`config.mk`:
```
export PLATFORM = sky130hd
export DESIGN_NAME = mac_saturado_pipe
export DESIGN_NICKNAME = d
export VERILOG_FILES = /design/src/rtl/mac_saturado_pipe.sv
export SDC_FILE = /design/constraint.sdc
export NUM_CORES = 1
export LEC_CHECK = 0
export CAP_MARGIN = 20
export CELL_PAD_IN_SITES_DETAIL_PLACEMENT = 2
export CELL_PAD_IN_SITES_GLOBAL_PLACEMENT = 2
export CORE_MARGIN = 10
export CORE_UTILIZATION = 40
export CTS_CLUSTER_DIAMETER = 200
export CTS_CLUSTER_SIZE = 40
export DETAILED_ROUTE_END_ITERATION = 16
export DONT_BUFFER_PORTS = 1
export HOLD_SLACK_MARGIN = 0.12
export PLACE_DENSITY = 0.86
export SLEW_MARGIN = 20
export SYNTH_ARGS = -nofsm -noshare
export SYNTH_HDL_FRONTEND = slang
export SYNTH_SLANG_ARGS = --single-unit
```
`constraint.sdc`:
```
create_clock -name clk -period 7 [get_ports clk]
set_input_delay 1.05 -clock clk [delete_from_list [all_inputs] [get_ports clk]]
set_output_delay 1.05 -clock clk [all_outputs]
set_load 0.01 [all_outputs]
```
`src/rtl/mac_saturado_pipe.sv`:
```
// ---------------------------------------------------------------------------
// mac_saturado_pipe
//
// Pipelined signed fixed-point multiply-add with saturation:
//    resultado = sat(trunc(dato1*dato2 + addend))
// Data is Q(N-FRAC).FRAC two's complement on every data port.
//
// Pipeline:
//    S1  input capture (dato1..3, modo, clr_acc, in_valid)
//    S2  exact 2N-bit signed product, sideband carried along
//    S3  addend select, add, floor shift, saturate -> output registers
//
// Ports:
//    clk        single clock, rising edge
//    reset      asynchronous, active-low
//    in_valid   sample strobe; inputs captured when high
//    dato1      multiplicand (N bits, signed)
//    dato2      multiplier   (N bits, signed)
//    dato3      external addend, used when modo=0
//    modo       0: add dato3, 1: add internal accumulator
//    clr_acc    with modo=1, the addend is forced to zero for this sample
//    out_valid  resultado/ovf carry a new result this cycle
//    resultado  saturated, truncated result (N bits, signed)
//    ovf        saturation occurred on this result
// ---------------------------------------------------------------------------
module mac_saturado_pipe #(
   parameter int N    = 16,
   parameter int FRAC = 8
) (
   input  logic         clk,
   input  logic         reset,
   input  logic         in_valid,
   input  logic [N-1:0] dato1,
   input  logic [N-1:0] dato2,
   input  logic [N-1:0] dato3,
   input  logic         modo,
   input  logic         clr_acc,
   output logic         out_valid,
   output logic [N-1:0] resultado,
   output logic         ovf
);

   // Saturation limits expressed in the 2N+1 bit width of the shifted sum
   localparam logic signed [2*N:0] MAX_T = {{(N+2){1'b0}}, {(N-1){1'b1}}};
   localparam logic signed [2*N:0] MIN_T = {{(N+2){1'b1}}, {(N-1){1'b0}}};
   localparam logic [N-1:0] MAX_RES = {1'b0, {(N-1){1'b1}}};
   localparam logic [N-1:0] MIN_RES = {1'b1, {(N-1){1'b0}}};

   // S1 registers
   logic         v1;
   logic [N-1:0] d1_s1;
   logic [N-1:0] d2_s1;
   logic [N-1:0] d3_s1;
   logic         modo_s1;
   logic         clr_s1;

   // S2 registers
   logic                  v2;
   logic signed [2*N-1:0] prod_s2;
   logic [N-1:0]          d3_s2;
   logic                  modo_s2;
   logic                  clr_s2;

   // Accumulator holds the last saturated accumulate-mode result
   logic [N-1:0] acc;

   // S2 / S3 combinational nets
   logic signed [2*N-1:0] d1_ext;
   logic signed [2*N-1:0] d2_ext;
   logic [N-1:0]          addend;
   logic signed [2*N:0]   addend_ext;
   logic signed [2*N:0]   addend_sh;
   logic signed [2*N:0]   prod_ext;
   logic signed [2*N:0]   sum;
   logic signed [2*N:0]   t;
   logic [N-1:0]          sat_res;
   logic                  sat_ovf;

   // S1: plain capture every cycle; contents only matter when v1 is set
   always_ff @(posedge clk or negedge reset) begin
      if (!reset) begin
         v1      <= 1'b0;
         d1_s1   <= '0;
         d2_s1   <= '0;
         d3_s1   <= '0;
         modo_s1 <= 1'b0;
         clr_s1  <= 1'b0;
      end else begin
         v1      <= in_valid;
         d1_s1   <= dato1;
         d2_s1   <= dato2;
         d3_s1   <= dato3;
         modo_s1 <= modo;
         clr_s1  <= clr_acc;
      end
   end

   // Operands are sign-extended to 2N bits so the product is exact
   assign d1_ext = {{N{d1_s1[N-1]}}, d1_s1};
   assign d2_ext = {{N{d2_s1[N-1]}}, d2_s1};

   // S2: multiply and forward the sideband of the same sample
   always_ff @(posedge clk or negedge reset) begin
      if (!reset) begin
         v2      <= 1'b0;
         prod_s2 <= '0;
         d3_s2   <= '0;
         modo_s2 <= 1'b0;
         clr_s2  <= 1'b0;
      end else begin
         v2      <= v1;
         prod_s2 <= d1_ext * d2_ext;
         d3_s2   <= d3_s1;
         modo_s2 <= modo_s1;
         clr_s2  <= clr_s1;
      end
   end

   // S3 arithmetic. The addend is an integer-aligned Q value, so it is
   // shifted up by FRAC to line up with the 2*FRAC fraction bits of the
   // product. 2N+1 bits cannot wrap for any operand combination.
   assign addend     = modo_s2 ? (clr_s2 ? '0 : acc) : d3_s2;
   assign addend_ext = {{(N+1){addend[N-1]}}, addend};
   assign addend_sh  = addend_ext <<< FRAC;
   assign prod_ext   = {prod_s2[2*N-1], prod_s2};
   assign sum        = prod_ext + addend_sh;
   assign t          = sum >>> FRAC;

   // Clamp the floored value into the N-bit signed range
   always_comb begin
      sat_res = t[N-1:0];
      sat_ovf = 1'b0;
      if (t > MAX_T) begin
         sat_res = MAX_RES;
         sat_ovf = 1'b1;
      end else if (t < MIN_T) begin
         sat_res = MIN_RES;
         sat_ovf = 1'b1;
      end
   end

   // Output stage; the accumulator is written in the same edge as the
   // result, so a following accumulate sample in S2 sees it without a bubble
   always_ff @(posedge clk or negedge reset) begin
      if (!reset) begin
         out_valid <= 1'b0;
         resultado <= '0;
         ovf       <= 1'b0;
         acc       <= '0;
      end else begin
         out_valid <= v2;
         if (v2) begin
            resultado <= sat_res;
            ovf       <= sat_ovf;
            if (modo_s2) begin
               acc <= sat_res;
            end
         end
      end
   end

endmodule
```
==> results of run 1 <==
metal layers:
layer / share of wire / GRT usage
met4: 0.059 / 0.1305
met1: 0.37 / 0.2617
met5: 0 / 0
met2: 0.52 / 0.4536
met3: 0.054 / 0.05694
cells by family after synthesis:
family	Yosys count	synth area share
buf+inv	369	0.09486
compound gates	175	0.07997
xor+xnor	46	0.02694
fa+ha+maj	365	0.4368
simple gates	451	0.1472
flops	128	0.2142
placed cells by master (no fill, tap or decap), drive strengths merged, types with 7 or more instances in the layout:
cell	Yosys	routed
and2	127	127
a211oi	7	7
a21o	8	8
nand4	7	7
o21ai	47	47
nand2	171	171
buf	10	49
ha	103	103
clkbuf	45	18
nor2	75	75
nand2b	9	9
o21bai	8	8
dfrtp	128	128
xnor2	29	29
xor2	17	17
a21oi	38	38
inv	314	318
nand3	22	22
nor3	14	14
a31oi	18	18
fa	262	262
a41oi	14	14
cell usage after synthesis (3+ instances only):
cell / instances / share of area
nand3_1: 22 / 0.0074
nand2_1: 169 / 0.042
inv_1: 314 / 0.079
o21ai_0: 39 / 0.013
o21bai_1: 8 / 0.0040
nand2b_1: 9 / 0.0038
a41oi_1: 14 / 0.0082
clkbuf_1: 43 / 0.011
nor3_1: 13 / 0.0043
a211oi_1: 7 / 0.0035
nand3b_1: 5 / 0.0025
o211ai_1: 6 / 0.0030
nor2_1: 75 / 0.019
buf_4: 3 / 0.0015
nand4_1: 7 / 0.0029
buf_2: 4 / 0.0013
o21ai_1: 6 / 0.0020
a31oi_1: 18 / 0.0075
and2_1: 127 / 0.053
nor2b_1: 3 / 0.0013
fa_1: 262 / 0.35
dfrtp_1: 128 / 0.21
xnor2_1: 29 / 0.017
nor4_1: 3 / 0.0013
o21a_1: 6 / 0.0030
ha_1: 103 / 0.086
a21o_1: 8 / 0.0040
or3_1: 6 / 0.0025
a21oi_1: 38 / 0.013
xor2_1: 17 / 0.010
stage by stage:
stage          area (um^2)  hold WS, ns  cells  setup slack, ns    TNS, ns
3_5_place_dp         15520       0.3379   1975          -0.1816    -0.5253
5_1_grt              16410       0.2688   2029          -0.1851    -0.5592
6_report             16410       0.2829   2029         -0.05079   -0.09456
3_3_place_gp         15520       0.3368   1975           0.2688          0
4_1_cts              16210       0.2590   2012        -0.001034  -0.001034
2_1_floorplan        14960       0.3312   1534           0.8067          0
worst paths after layout:
path | startpoint | to | slack (ns) | depth (start not counted)
max | d2_s1[8] | prod_s2[28] | -0.05 | 22
min reg2reg | d3_s1[5] | d3_s2[5] | 0.35 | 0
min in group clk | d3_s1[5] | d3_s2[5] | 0.35 | 0
min | reset | acc[2] | 0.28 | 0
max in group asynchronous | reset | d1_s1[14] | 6.50 | 0
max reg2reg | d2_s1[8] | prod_s2[28] | -0.05 | 22
sequential cells by signal, indices dropped and copies added, names as in the netlist:
signal     cells
v1             1
prod_s2       24
modo_s2        1
v2             1
d3_s1         16
d1_s1         16
out_valid      1
clr_s1         1
ovf            1
acc           16
clr_s2         1
resultado     16
modo_s1        1
d3_s2         16
d2_s1         16
what timing repair did:
item,4_1_cts,5_1_grt
buffers inserted,5,16
gates resized for setup,19,21
endpoints found under the setup margin,7,7
pin swaps,0,4
area by class of cell:
type                    instances  area share
diodes                          1   0.0001525
clock buffers                  18     0.02676
clock inverters                14     0.01098
inverters                     314     0.07182
multi-input cells            1037      0.6352
flip-flops and latches        128      0.1970
well taps                     468     0.03568
repair buffers                 49     0.02242
==> impl_metrics.tcl, run 1 <==
set metrics [dict create \
    drtIter0Drc 766 \
    crit_top_cell "fa_1" \
    multi_input_area_mm2 0.01042 \
    areaGrowthSynthToFinish_pct 9.720 \
    cp_max_fo 9 \
    max-cap-violations 0 \
    tritoncts "yes" \
    fp-row-count 70 \
    dieArea_mm2 0.04553 \
    groute.usage.overall 0.2485 \
    io_buffers 0 \
    grt_overflow_total 0 \
    status "complete, but fails checks" \
    antenna_found_initial 1 \
    h-tree-depth 4 \
    place_congestion 0.8759 \
    dpl.hpwl_um 42560 \
    syn_nets 1952 \
    yosys_warnings 0 \
    dieWidth_um 213.4 \
    end_kind "flip-flop" \
    cp.arrival_ns 7.38 \
    ys_types 63 \
    finalCritPeriodShare 1.007 \
    grt_max_degree 129 \
    synth_edf_count 0 \
    final_util 0.4461 \
    hold_viol 0 \
    boundaryPins 71 \
    hold_class "in -> async" \
    worst_ep_required_time_ns 7.33 \
    seq_area_frac_synth 0.2142 \
    cp-start-kind "flip-flop" \
    timing.final.ws_setup_ns -0.05079 \
    via_per_inst 5.676 \
    drive_gt1_frac 0.08654 \
    async_flop_share 1.000 \
    nFillCells 3860 \
    setup_viol 3 \
    synthCells 1534 \
    initial_core_util 0.4066 \
    finalWirelength_um 56690 \
    layout_min_cycle_time_ns 7.051 \
    path_clk_slew_ns 0.08 \
    grt_pass1_wl_um 84280 \
    num_vias 11520 \
    cts_hold_buf 0 \
    worst-setup-path-type "reg -> reg" \
    path_cells "buf_4 > nand2_1 > fa_1 > inv_1 > fa_1 > fa_2 > fa_1 > fa_1 > inv_1 > fa_1 > inv_1 > ha_2 > nand4_1 > inv_1 > a221o_1 > a2111oi_4 > buf_4 > o32ai_4 > o21ai_2 > nand2b_1 > a211oi_1 > nor2_1" \
    ant_nets 0 \
    coreArea_mm2 0.03679 \
    drcViolationCount 0 \
    worst_pin_slew_ns 0.9923 \
    syn_area_mm2 0.01496 \
    grt_pass1_vias 13860 \
    path_buf_inv 6 \
    clkLatencyLatePin_ns 0.47 \
    slew_headroom 0.3385 \
    synth-seq-cells 128 \
    cp_slowest_cell "fa_2" \
    dieHeight_um 213.4 \
    cts-root-buf "clkbuf_16" \
    final-seq-area_mm2 0.003233 \
    cts_buffers 17 \
    violations "setup timing" \
    yosys_most_used_dff "dfrtp_1" \
    fmax_mhz 141.8 \
    fin_nets 1965 \
    cpPeakStageDelay_ns 0.71 \
    avgSynthCellArea_um2 9.750 \
    clkSinkCount 128 \
    dr.pass1.iters 5 \
    clock_tree.buffer_depth 2 \
    wl_per_cell_um 27.94 \
    critical_path.top_delay_family "adder cells" \
    slew_viol_final 0 \
    fin_skew_ns 0.02080 \
]
Power of run 1 is not shown: default switching activity piles up to over one toggle a cycle in this logic, so the estimate is an artifact.
==> run 2: changes to the inputs <==
- CAP_MARGIN: 20 -> not set
==> results of run 2 <==
The final DEF is identical to that of run 1; final timing and power are the same.
Power of run 2 is left out for the same reason.
